## src/rtl/nx_fifo_sched_pkg.sv

```systemverilog
// nx_fifo_sched_pkg: scheduler state encoding, sticky error bit positions
// and credit counter width shared by the FIFO read scheduler files.
package nx_fifo_sched_pkg;
   typedef enum logic [1:0] {IDLE, RUN, DRAIN} sched_state_e;
   localparam int ERR_UFLOW = 0;
   localparam int ERR_COVF  = 1;
   localparam int CREDIT_W  = 3;
endpackage

```

## src/rtl/nx_rr_arb.sv

```systemverilog
// nx_rr_arb: picks the first set request at or after ptr, wrapping modulo N,
// and reports it as a one-hot grant plus its index.
module nx_rr_arb #(
   parameter int N = 4,
   parameter int W = $clog2(N)
) (
   input  logic [N-1:0] req,
   input  logic [W-1:0] ptr,
   output logic [N-1:0] gnt,
   output logic [W-1:0] idx,
   output logic         valid
);
   logic [W-1:0] w_j;
   always_comb begin
      gnt   = '0;
      idx   = '0;
      valid = 1'b0;
      w_j   = '0;
      for (int i = 0; i < N; i++) begin
         w_j = W'((int'(ptr) + i) % N);
         if (!valid && req[w_j]) begin
            valid    = 1'b1;
            gnt[w_j] = 1'b1;
            idx      = w_j;
         end
      end
   end
endmodule

```

## src/rtl/nx_fifo_rd_sched.sv

```systemverilog
// nx_fifo_rd_sched: credit-gated round-robin read scheduler over N_FIFO FIFO controllers.
// Defining NX_FIFO_RD_SCHED_STALL_CNT_EN adds the stall_cnt output and its counter.
module nx_fifo_rd_sched
   import nx_fifo_sched_pkg::*;
#(
   parameter int N_FIFO      = 4,
   parameter int MAX_CREDITS = 4
) (
   input  logic                      clk,
   input  logic                      rst_n,
   input  logic                      enable,
   input  logic [N_FIFO-1:0]         fifo_empty,
   input  logic [N_FIFO-1:0]         fifo_underflow,
   input  logic                      credit_return,
   output logic [N_FIFO-1:0]         fifo_ren,
   output logic                      grant_valid,
   output logic [$clog2(N_FIFO)-1:0] grant_id,
   output logic [CREDIT_W-1:0]       credits,
   output logic                      busy,
`ifdef NX_FIFO_RD_SCHED_STALL_CNT_EN
   output logic [15:0]               stall_cnt,
`endif
   output logic [1:0]                err
);
   localparam int W = $clog2(N_FIFO);
   localparam logic [CREDIT_W-1:0] MAX_C = CREDIT_W'(MAX_CREDITS);

   sched_state_e        r_state, w_state_nxt;
   logic [W-1:0]        r_rr_ptr, r_grant_id, w_idx;
   logic [CREDIT_W-1:0] r_credits, w_credits_nxt;
   logic [N_FIFO-1:0]   w_req;
   logic [1:0]          r_err;
   logic                r_grant_valid, w_grant, w_covf;

   assign w_req = (r_state == RUN && r_credits != '0) ? ~fifo_empty : '0;

   nx_rr_arb #(.N(N_FIFO), .W(W)) u_arb (
      .req   (w_req),
      .ptr   (r_rr_ptr),
      .gnt   (fifo_ren),
      .idx   (w_idx),
      .valid (w_grant)
   );

   always_comb begin
      w_state_nxt = enable ? RUN :
                    (r_state == RUN || (r_state == DRAIN && r_credits != MAX_C)) ? DRAIN : IDLE;
   end

   // a return with no same-cycle grant at a full pool is dropped and flagged
   always_comb begin
      w_covf        = credit_return && !w_grant && r_credits == MAX_C;
      w_credits_nxt = (w_grant && !credit_return) ? r_credits - 1'b1 :
                      (!w_grant && credit_return && !w_covf) ? r_credits + 1'b1 : r_credits;
   end

   always_ff @(posedge clk or negedge rst_n) begin
      if (!rst_n) begin
         r_state       <= IDLE;
         r_rr_ptr      <= '0;
         r_credits     <= MAX_C;
         r_grant_valid <= 1'b0;
         r_grant_id    <= '0;
         r_err         <= '0;
      end else begin
         r_state                <= w_state_nxt;
         r_credits              <= w_credits_nxt;
         r_grant_valid          <= w_grant;
         r_err[ERR_UFLOW]       <= r_err[ERR_UFLOW] | (|fifo_underflow);
         r_err[ERR_COVF]        <= r_err[ERR_COVF] | w_covf;
         if (w_grant) begin
            r_rr_ptr   <= (w_idx == W'(N_FIFO - 1)) ? '0 : w_idx + 1'b1;
            r_grant_id <= w_idx;
         end
      end
   end

   assign grant_valid = r_grant_valid;
   assign grant_id    = r_grant_id;
   assign credits     = r_credits;
   assign busy        = r_state != IDLE;
   assign err         = r_err;

`ifdef NX_FIFO_RD_SCHED_STALL_CNT_EN
   logic [15:0] r_stall_cnt;
   always_ff @(posedge clk or negedge rst_n) begin
      if (!rst_n)
         r_stall_cnt <= '0;
      else if (r_state == RUN && r_credits == '0 && fifo_empty != '1 && r_stall_cnt != 16'hFFFF)
         r_stall_cnt <= r_stall_cnt + 1'b1;
   end
   assign stall_cnt = r_stall_cnt;
`endif
endmodule

```

## config.mk

```make
export PLATFORM = sky130hd
export DESIGN_NAME = nx_fifo_rd_sched
export DESIGN_NICKNAME = d
export VERILOG_FILES = /design/src/rtl/nx_fifo_sched_pkg.sv /design/src/rtl/nx_rr_arb.sv /design/src/rtl/nx_fifo_rd_sched.sv
export SDC_FILE = /design/constraint.sdc
export NUM_CORES = 1
export LEC_CHECK = 0
export CORE_ASPECT_RATIO = 1.5
export CORE_MARGIN = 4
export CORE_UTILIZATION = 40
export CTS_CLUSTER_SIZE = 16
export DETAILED_ROUTE_END_ITERATION = 6
export PLACE_DENSITY = 0.67
export SETUP_SLACK_MARGIN = 0.05
export SLEW_MARGIN = 20
export SYNTH_ARGS = -nofsm -noshare
export SYNTH_HDL_FRONTEND = slang
export SYNTH_HIERARCHICAL = 1
export SYNTH_SLANG_ARGS = --single-unit
```

## constraint.sdc

```tcl
create_clock -name clk -period 3.6 [get_ports clk]
set_clock_uncertainty 0.05 [all_clocks]
set_input_delay 0.72 -clock clk [delete_from_list [all_inputs] [get_ports clk]]
set_output_delay 0.72 -clock clk [all_outputs]
set_load 0.03 [all_outputs]
```

==> flow_summary.yaml <==
status:
  status: "finished, final reports clean"
routing:
  wl_per_cell_um: 13.8
  first_iter_violations: 21
  wirelength_mm: 2.11
  drc: 0
  firstDrtPassIters: 4
  viasPerCell: 5.88
  antenna_left: 0
  vias: 899
finish:
  stdcell_count: 153
  area_delta_synth_final_pct: 30.5
  nets: 149
  antennaDiodeCount: 0
  num-fill-cells: 228
  drive_above_1_share_pct: 20.9
  finalInstanceArea_mm2: 0.00131
global_route:
  track_usage_pct: 13.0
  grt_remaining_overflow: 0
  grt_max_degree: 13
  antenna_found_initial: 0
  grt_first_pass_wirelength_mm: 3.66
  grt_pass1_vias: 870
yosys:
  syn_nets: 118
  synthesis.area_mm2: 0.00100
  yosysSeqAreaShare_pct: 30.1
  syn_avg_cell_area_um2: 10.1
  syn_inst: 99
  ys_ff_latch: 12
  ys_warn_count: 6
  synth.distinct_cells: 37
floorplanning:
  std_cell_rows: 22
  initial_core_util_pct: 41.4
  die-area_mm2: 0.00339
  die_height_um: 69.3
  die_w_um: 48.9
  io_pins: 25
  fp.coreArea_mm2: 0.00242
pwr:
  netSwitchingFraction_pct: 46.8
  power_frac_comb_pct: 72.6
  pwr_density_cell_mw_per_mm2: 960
  ir_drop_v: 0.000604
  p_int_uw: 668
  p_leak_uw: 0.000570
  power_frac_clock_pct: 8.5
  p_seq_share_pct: 18.9
  p_switching_uw: 587
sta:
  post-route-min-period_ns: 3.43
  fmax_mhz: 291
  tns_ns: 0
  slew_headroom_pct: 63.1
  maxSlewViolCount: 0
  period_share_pct: 95.4
  setup-violations-final: 0
  rsz0062_at_grt: "no"
  hold_viol_final: 0
  tightest_slew_ns: 0.552
critical_path:
  cp_max_fo: 6
  reg2reg_depth: 11
  r2r_end: "credits[2]$_DFFE_PN1P_"
  crit_required_ns: 2.83
  r2r-start: "credits[2]$_DFFE_PN1P_"
  cp_cell_sequence: "clkdlybuf4s50_1 > nor2_1 > mux4_2 > nor4b_4 > a22oi_1 > o21ai_0 > buf_4"
  r2r_setup_slack_ns: 0.52
  cp-start-kind: "input port"
  critPathSlowestCell: "mux4_2"
  cp-end-kind: "output port"
  critPathMaxStageDelay_ns: 0.56
  path_class: "input port to output port"
  cp.arrival_ns: 2.66
clock_tree:
  clock-root-buffer: "clkbuf_4"
  clk_latency_ns: 0.27
  cts_tree: "built"
  numCtsBuffers: 3
  clkTransAtPathRegs_ns: 0.08
  cts_max_level: 1
  cts_sinks: 12
  clockBufferDepth: 2
place:
  place.gp.congestion: 0.848
  place_inst: 147
  numPortBuffers: 24
  placed_cell_area_mm2: 0.00125
  dpl.hpwl_mm: 1.68
min_path:
  hp-class: "flip-flop to flip-flop"
  min_from: "err[0]$_DFF_PN0_"
  holdPathStages: 2
  holdPathEnd: "err[0]$_DFF_PN0_"
flow_run:
  max_cap_viol_count: 0
==> power by group through the flow <==
stage	Sequential [µW]	Clock, µW	Combinational (µW)
6_report	237	107	911
5_1_grt	247	115	1010
3_5_place_dp	240	0	895
3_3_place_gp	239	0	884
2_1_floorplan	315	0	595
4_1_cts	237	110	899
==> layer usage <==
| layer | vias up | wire length [µm] | global-route usage [%] |
|---|---|---|---|
| met5 | - | 0 | 0 |
| met4 | 0 | 32 | 6.29 |
| met3 | 4 | 103 | 1.72 |
| met2 | 29 | 1120 | 23.1 |
| met1 | 436 | 853 | 14.7 |
| li1 | 430 | - | - |
==> state kept, by name, summed over array words and instances, names as in the netlist <==
name	cells
credits	3
err	2
grant_id	2
r_state	2
grant_valid	1
r_rr_ptr	2
==> synthesized netlist by cell type <==
master / count / area (µm²)
nand3b_1: 1 / 7.51
a32o_1: 1 / 10.0
nor2_1: 11 / 41.3
nor2b_1: 1 / 6.26
or2b_1: 1 / 7.51
or2_2: 1 / 6.26
nand2b_1: 3 / 18.8
clkbuf_1: 1 / 3.75
nor4_1: 1 / 6.26
a22oi_1: 8 / 60.1
a32oi_1: 1 / 8.76
a21boi_1: 1 / 7.51
mux2_2: 6 / 67.6
nand3_1: 1 / 5.00
o31ai_1: 1 / 7.51
a41o_1: 1 / 10.0
o21ai_0: 8 / 40.0
a21o_1: 1 / 7.51
xor2_1: 1 / 8.76
nor4b_4: 1 / 23.8
buf_6: 3 / 33.8
o311ai_0: 2 / 17.5
nand2_1: 3 / 11.3
or3b_1: 1 / 8.76
fa_1: 1 / 20.0
mux2i_1: 1 / 10.0
a21oi_1: 2 / 10.0
dfstp_2: 1 / 26.3
nor3_1: 2 / 10.0
ha_1: 6 / 75.1
a31oi_1: 1 / 6.26
and2b_2: 1 / 8.76
dfrtp_1: 11 / 275
inv_1: 8 / 30.0
mux4_1: 2 / 52.6
mux4_2: 2 / 45.0
o211ai_1: 1 / 7.51
==> worst max-delay path, delay by kind of cell <==
| family | cells | cell delay (ns) |
|---|---|---|
| AOI/OAI and AO/OA | 2 | 0.24 |
| buffers and inverters | 2 | 0.64 |
| muxes | 1 | 0.56 |
| and+or+nand+nor | 2 | 0.49 |
==> layout by cell type (no fill, tap or decap), types with 2 or more instances in the layout <==
| cell type | instances |
|---|---|
| ha_1 | 6 |
| a21oi_1 | 2 |
| nand2_1 | 3 |
| mux4_1 | 2 |
| o311ai_0 | 2 |
| buf_4 | 10 |
| a22oi_1 | 8 |
| clkbuf_4 | 3 |
| nand2b_1 | 3 |
| mux4_2 | 2 |
| nor3_1 | 2 |
| clkdlybuf4s50_1 | 20 |
| dfrtp_1 | 10 |
| inv_1 | 8 |
| o21ai_0 | 8 |
| mux2_2 | 6 |
| nor2_1 | 11 |
==> kinds of logic (layout without fill, tap and decap cells) <==
| kind of cell | after synthesis | in the layout | synth area share, % |
|---|---|---|---|
| AOI/OAI and AO/OA | 28 | 28 | 19.2 |
| and+or+nand+nor | 28 | 28 | 16.1 |
| DFF | 12 | 12 | 30.1 |
| buffers and inverters | 12 | 42 | 6.74 |
| muxes | 11 | 11 | 17.5 |
| adders and majority gates | 7 | 7 | 9.49 |
| xor gates and xnor gates | 1 | 1 | 0.874 |
==> metrics by stage <==
step                      util [%]  total power, µW  setup WS, ns  hold slack, ns
after floorplan                  -              910         0.288           0.374
after global placement        51.8             1120         0.232           0.393
after detailed placement      51.8             1130         0.123           0.410
after CTS                     53.3             1250         0.120           0.428
after global routing          54.0             1370        0.0669           0.465
final                         54.0             1250         0.166           0.423
==> final cells by class <==
cell class | instances | area (µm²) | share of cell area, %
multi-input cells | 75 | 633 | 48.4
flip-flops and latches | 12 | 303 | 23.2
inverters | 8 | 30.0 | 2.30
clock buffers | 4 | 36.3 | 2.78
well taps | 24 | 30.0 | 2.30
repair buffers | 30 | 275 | 21.1
==> repair_timing <==
| action | CTS | global route |
|---|---|---|
| buffers inserted | 0 | 2 |
| hold buffers | 0 | 0 |
| endpoints found under the hold margin | 0 | 0 |
| endpoints found under the setup margin | 0 | 2 |
| resized for setup | 0 | 1 |
==> how the worst max path moves through the flow <==
| stage | startpoint | to | slack [ns] | depth (start not counted) |
|---|---|---|---|---|
| 2_1_floorplan | credits[0]$_DFFE_PN0P_ | fifo_ren[0] | 0.29 | 8 |
| 3_3_place_gp | fifo_empty[2] | fifo_ren[3] | 0.23 | 7 |
| 3_5_place_dp | fifo_empty[2] | fifo_ren[2] | 0.12 | 7 |
| 4_1_cts | fifo_empty[2] | fifo_ren[2] | 0.12 | 7 |
| 5_1_grt | fifo_empty[2] | fifo_ren[2] | 0.07 | 7 |
| 6_report | fifo_empty[2] | fifo_ren[2] | 0.17 | 7 |
No activity file was read; power rests on OpenSTA's default activity.
